`src/rtl/wb_stage_buffer.sv`:
```
// Elastic two-entry MEM->WB buffer: head slot feeds the outputs, skid slot absorbs one
// extra entry under back-pressure. Adds flush, x0-write suppression and a forwarding port.
module wb_stage_buffer #(
  parameter int unsigned DATA_W       = 32,
  parameter int unsigned RD_W         = 5,
  parameter int unsigned CTRL_W       = 4,
  parameter bit          SUPPRESS_RD0 = 1'b1
) (
  input  logic              clk,
  input  logic              rst_n,
  input  logic              flush,
  input  logic              in_valid,
  output logic              in_ready,
  input  logic [DATA_W-1:0] in_read_data,
  input  logic [DATA_W-1:0] in_reg_data,
  input  logic [RD_W-1:0]   in_rd,
  input  logic              in_regwrite,
  input  logic              in_memtoreg,
  input  logic [CTRL_W-1:0] in_ctrl,
  output logic              out_valid,
  input  logic              out_ready,
  output logic [DATA_W-1:0] out_read_data,
  output logic [DATA_W-1:0] out_reg_data,
  output logic [RD_W-1:0]   out_rd,
  output logic              out_regwrite,
  output logic              out_memtoreg,
  output logic [CTRL_W-1:0] out_ctrl,
  output logic [DATA_W-1:0] out_wb_data,
  output logic              fwd_valid,
  output logic [RD_W-1:0]   fwd_rd,
  output logic [DATA_W-1:0] fwd_data,
  output logic [1:0]        count
);

  typedef struct packed {
    logic [DATA_W-1:0] read_data;
    logic [DATA_W-1:0] reg_data;
    logic [RD_W-1:0]   rd;
    logic              regwrite;
    logic              memtoreg;
    logic [CTRL_W-1:0] ctrl;
  } entry_t;

  entry_t     in_entry;
  entry_t     head_q, head_d;
  entry_t     skid_q, skid_d;
  logic [1:0] count_q, count_d;
  logic       push, pop;

  always_comb begin
    in_entry           = '0;
    in_entry.read_data = in_read_data;
    in_entry.reg_data  = in_reg_data;
    in_entry.rd        = in_rd;
    in_entry.memtoreg  = in_memtoreg;
    in_entry.ctrl      = in_ctrl;
    // Writes to x0 are dropped here so WB and forwarding never see them.
    in_entry.regwrite  = in_regwrite & (!SUPPRESS_RD0 || (in_rd != '0));
  end

  // in_ready depends only on registered occupancy.
  assign in_ready  = (count_q != 2'd2);
  assign out_valid = (count_q != 2'd0);
  assign push      = in_valid & in_ready & ~flush;
  assign pop       = out_valid & out_ready;

  always_comb begin
    count_d = count_q;
    head_d  = head_q;
    skid_d  = skid_q;
    if (flush) begin
      count_d = 2'd0;
    end else begin
      unique case (count_q)
        2'd0: begin
          if (push) begin
            head_d  = in_entry;
            count_d = 2'd1;
          end
        end
        2'd1: begin
          if (push && pop) begin
            head_d = in_entry;
          end else if (push) begin
            skid_d  = in_entry;
            count_d = 2'd2;
          end else if (pop) begin
            count_d = 2'd0;
          end
        end
        2'd2: begin
          if (pop) begin
            head_d  = skid_q;
            count_d = 2'd1;
          end
        end
        default: count_d = 2'd0;
      endcase
    end
  end

  always_ff @(posedge clk or negedge rst_n) begin
    if (!rst_n) begin
      count_q <= 2'd0;
      head_q  <= '0;
      skid_q  <= '0;
    end else begin
      count_q <= count_d;
      head_q  <= head_d;
      skid_q  <= skid_d;
    end
  end

  assign out_read_data = head_q.read_data;
  assign out_reg_data  = head_q.reg_data;
  assign out_rd        = head_q.rd;
  assign out_memtoreg  = head_q.memtoreg;
  assign out_ctrl      = head_q.ctrl;
  assign out_regwrite  = head_q.regwrite & out_valid;
  assign out_wb_data   = head_q.memtoreg ? head_q.read_data : head_q.reg_data;
  assign fwd_valid     = out_regwrite & (head_q.rd != '0);
  assign fwd_rd        = head_q.rd;
  assign fwd_data      = out_wb_data;
  assign count         = count_q;

endmodule

```
`config.mk`:
```
export PLATFORM = sky130hd
export DESIGN_NAME = wb_stage_buffer
export DESIGN_NICKNAME = d
export VERILOG_FILES = /design/src/rtl/wb_stage_buffer.sv
export SDC_FILE = /design/constraint.sdc
export NUM_CORES = 1
export LEC_CHECK = 0
export CAP_MARGIN = 15
export CORE_MARGIN = 10
export CORE_UTILIZATION = 52
export CTS_CLUSTER_DIAMETER = 80
export DETAILED_ROUTE_END_ITERATION = 16
export GPL_ROUTABILITY_DRIVEN = 0
export PLACE_DENSITY = 0.86
export SYNTH_ARGS = -nofsm -noshare
export SYNTH_HDL_FRONTEND = slang
export SYNTH_SLANG_ARGS = --single-unit
```
`constraint.sdc`:
```
create_clock -name clk -period 3.9 [get_ports clk]
set_clock_uncertainty 0.05 [all_clocks]
set_input_delay 0.78 -clock clk [delete_from_list [all_inputs] [get_ports clk]]
set_output_delay 0.78 -clock clk [all_outputs]
set_load 0.02 [all_outputs]
```
---- After elaboration in Yosys (flattened, before gate mapping) ----
Index checks and enable logic that the tools add are counted.
word-level totals
  register bits ........................... 152
  input bits .............................. 80
  output and inout port bits .............. 149
  logic and storage cells ................. 52
operators by class
  equality and inequality tests ........... 10
  mux-type cells .......................... 12
  bitwise operators ....................... 8
  reduce and logical (&&, ||, !) cells .... 9
operator list
  operator              count
  $mux W75              3
  $pmux W75 S3          1
  $mux W32              1
  $mux W2               6
  $reduce_bool A5 Y1    2
  $ne A3 B3 Y1 const B  3
  $ne A2 B2 Y1 const B  4
  $reduce_and A4 Y1     2
  $and A1 B1 Y1         6
  $pmux W2 S3           1
  $reduce_and A5 Y1     1
  $ne A4 B4 Y1 const B  1
  $reduce_bool A3 Y1    1
  $eq A2 B1 Y1 const B  1
  $eq A2 B2 Y1 const B  1
  $logic_not A2 Y1      1
  $not A1 Y1            2
  $reduce_bool A2 Y1    1
  $logic_and A1 B1 Y1   1

---- Longest topological paths before layout ----
  depth after elaboration ................. 7
  mapped depth ............................ 7
  depth with buffers taken out ............ 4

---- Least setup slack after synthesis ----
OpenSTA, ideal clock, no wires.
  kind .................................... register -> output
  start ................................... register head_q (netlist bit out_memtoreg)
  end ..................................... output out_wb_data[10]
  data arrival time ....................... 1.628 ns
  required time ........................... 3.070 ns
  slack ................................... 1.442 ns
  stages on the path, launching flop included .. 5
  path through ............................ dfrtp_1 -> clkbuf_1 -> clkbuf_1 -> mux2_2 -> buf_4
on the way
  longest elaborated chain between the ends .. 1
RTL lines
  what                      RTL line  text
  start: declaration        45        entry_t head_q, head_d;
  start signal: assignment  105       head_q <= '0;
  start signal: assignment  109       head_q <= head_d;
  $mux W32                  120       assign out_wb_data = head_q.memtoreg ? head_q.read_data : head_q.reg_data;
  end: declaration          28        output logic [DATA_W-1:0] out_wb_data,
No other way between the ends.

---- Worst setup path after layout ----
  start ................................... register head_q (netlist bit out_memtoreg)
  end ..................................... output out_wb_data[15]
Same word-level chain as after synthesis.

==> impl_metrics.env <==
export IMPL_relSlewSlack=0.4172
export IMPL_r2r_slack_ns=1.75
export IMPL_syn_area_um2=8058
export IMPL_drtAntennaViolNets=0
export IMPL_worst_pin_slew_ns=0.8743
export IMPL_finalNetCount=765
export IMPL_drt_total_wl_um=18600
export IMPL_drc_errors=0
export IMPL_syn_instance_count=572
export IMPL_grt_pass1_wl_um=29030
export IMPL_synthDistinctLibCells=25
export IMPL_outcome="finished, final reports clean"
export IMPL_fin_tns_setup_ns=0
export IMPL_cts_setup_buffers=0
export IMPL_arrival_ns=2.36
export IMPL_grt_pass1_vias=5260
export IMPL_yosysWarnings=0
export IMPL_track_usage=0.1780
export IMPL_cp_max_fo=34
export IMPL_syn_area_per_cell_um2=14.09
export IMPL_clock_path_buffers=2
export IMPL_post_cts_resized=0
export IMPL_hold_violations=0
export IMPL_cts_root_buf="clkbuf_16"
export IMPL_hold_class="in2async"
export IMPL_num_io_pins=229
export IMPL_cts_buffers=17
export IMPL_drt_initial_drc_count=143
export IMPL_die_h_um=144.5
export IMPL_clock_latency_ns=0.42
export IMPL_cp_start_kind="flop"
export IMPL_core_region_area_um2=15200
export IMPL_place_area_um2=9638
export IMPL_grt_max_degree=84
export IMPL_cap_violations=0
export IMPL_post_route_min_period_ns=3.189
export IMPL_synth_fp_nets=652
export IMPL_routed_via_count=4671
export IMPL_via_per_inst=5.278
export IMPL_drt_pass1_iter_count=4
export IMPL_finalSetupViolCount=0
export IMPL_total_power_mw=6.034
export IMPL_fmax_mhz=313.6
export IMPL_r2r_end="out_reg_data[0]"
export IMPL_fin_hold_ws_ns=0.3660
export IMPL_grt_overflow_total=0
export IMPL_ys_ff_latch=152
export IMPL_port_buffers=228
export IMPL_critPathCaptureType="primary output"
export IMPL_htreeDepth=4
export IMPL_rr_worst_depth=5
export IMPL_dieArea_um2=20870
export IMPL_path_class="reg2out"
export IMPL_antenna_found_initial=0
export IMPL_leakagePower_nw=4.306
export IMPL_ctsHoldBuffers=0
export IMPL_hpwl_um=13260
export IMPL_post_route_period_util=0.8177
export IMPL_drive_above_1_share=0.4275
export IMPL_initial_utilization=0.5300
export IMPL_vdd_drop_max_mv=0.3196
export IMPL_area_delta_synth_final_pct=26.85
export IMPL_rows=45
export IMPL_n_antenna_cell=0
export IMPL_rsz0062_at_grt="false"
export IMPL_r2r_start="count[1]"
export IMPL_cts_sinks=152
export IMPL_stdcell_area_um2=10220
export IMPL_synth_seq_area_share=0.4720
export IMPL_clk_pin_slew_worst_paths_ns=0.06
export IMPL_power_density_nw_per_um2=590.3
export IMPL_wire_per_inst_um=21.02
export IMPL_dieWidth_um=144.5
export IMPL_slew_violations=0
export IMPL_cp_required_ns=3.07
export IMPL_num_fill_cells=1021
export IMPL_cts_tree="yes"
==> routing by layer <==
metal	GRT usage	up-vias	wire, µm
met5	0	-	0
met4	0.04894	0	155
met3	0.06133	14	1470
met2	0.3025	162	9186
met1	0.2091	2371	7789
li1	-	2124	-
==> flip-flops by register name, summed over array words and instances, names as in the netlist <==
register / count
skid_q: 75
out_read_data: 32
out_reg_data: 32
fwd_rd: 5
out_ctrl: 4
count: 2
head_q: 1
out_memtoreg: 1
==> area by class of cell <==
class                      instances  area, µm²  area share
multi-input combinational        280       3236      0.3166
clock buffer                      23      488.0     0.04774
timing repair buffer             233       2359      0.2307
sequential                       152       3805      0.3723
clock inverter                     8      95.09    0.009303
inverter                           1      3.754   0.0003672
tap                              188      235.2     0.02301
==> cell usage in the layout, fill, tap and decap left out, drive strengths merged, types with 2 or more instances in the layout <==
master / instances
clkinv: 4
nor3: 2
clkbuf: 23
nand2: 3
nor2: 4
clkinvlp: 2
dfrtp: 152
buf: 6
o21ai: 2
a21oi: 2
o21a: 2
mux2: 255
and2: 2
clkdlybuf4s50: 227
bufinv: 2
==> logic make-up after synthesis <==
family                 Yosys count  synth area share
DFF                            152            0.4720
AOI/OAI and AO/OA                7          0.006365
muxes                          256            0.3809
and+or+nand+nor                 17           0.01087
buffers and inverters          140            0.1298
==> worst max-delay path by stage <==
stage,startpoint,end,slack [ns],depth (start not counted)
3_5_place_dp,in_valid,out_reg_data[3],0.98,6
2_1_floorplan,out_memtoreg,out_wb_data[10],1.44,4
6_report,out_memtoreg,out_wb_data[15],0.71,2
3_3_place_gp,in_valid,fwd_rd[2],1.04,6
5_1_grt,out_memtoreg,fwd_data[11],0.62,2
4_1_cts,out_memtoreg,fwd_data[22],0.66,2
==> Yosys cell counts (all sizes together) <==
library cell,number,area share
o21a,2,0.0019
or4,1,0.00093
nor3,2,0.0012
mux2i,1,0.0012
nand2,3,0.0014
mux2,255,0.38
nor2,4,0.0019
inv,1,0.00047
buf,135,0.13
a21oi,2,0.0017
nand3,1,0.00062
a31o,1,0.0011
nor2b,1,0.00078
nand2b,1,0.00078
dfrtp,152,0.47
or2,1,0.00078
clkbuf,4,0.0019
o21ai,2,0.0017
and2b,1,0.00093
and2,2,0.0016
==> stage by stage <==
stage               instances    util  worst slack, ns
finish                    885  0.6723           0.7108
global route              885  0.6723           0.6169
CTS                       885  0.6723           0.6561
detailed placement        854  0.6340           0.9847
global placement          854  0.6340            1.041
floorplan                 572       -            1.442
==> critical path, cell delays in order, from the launching register on <==
cell and delay [ns]:
dfrtp_2 0.94, mux2_2 0.43, clkdlybuf4s50_1 0.56
==> where the power goes <==
part           internal (mW)  switching [mW]  leakage [nW]
logic                   1.21           0.944          2.19
registers               1.96           0.289          1.83
clock network           1.00           0.626         0.285
Note: power is estimated with default switching activity, not from simulation.
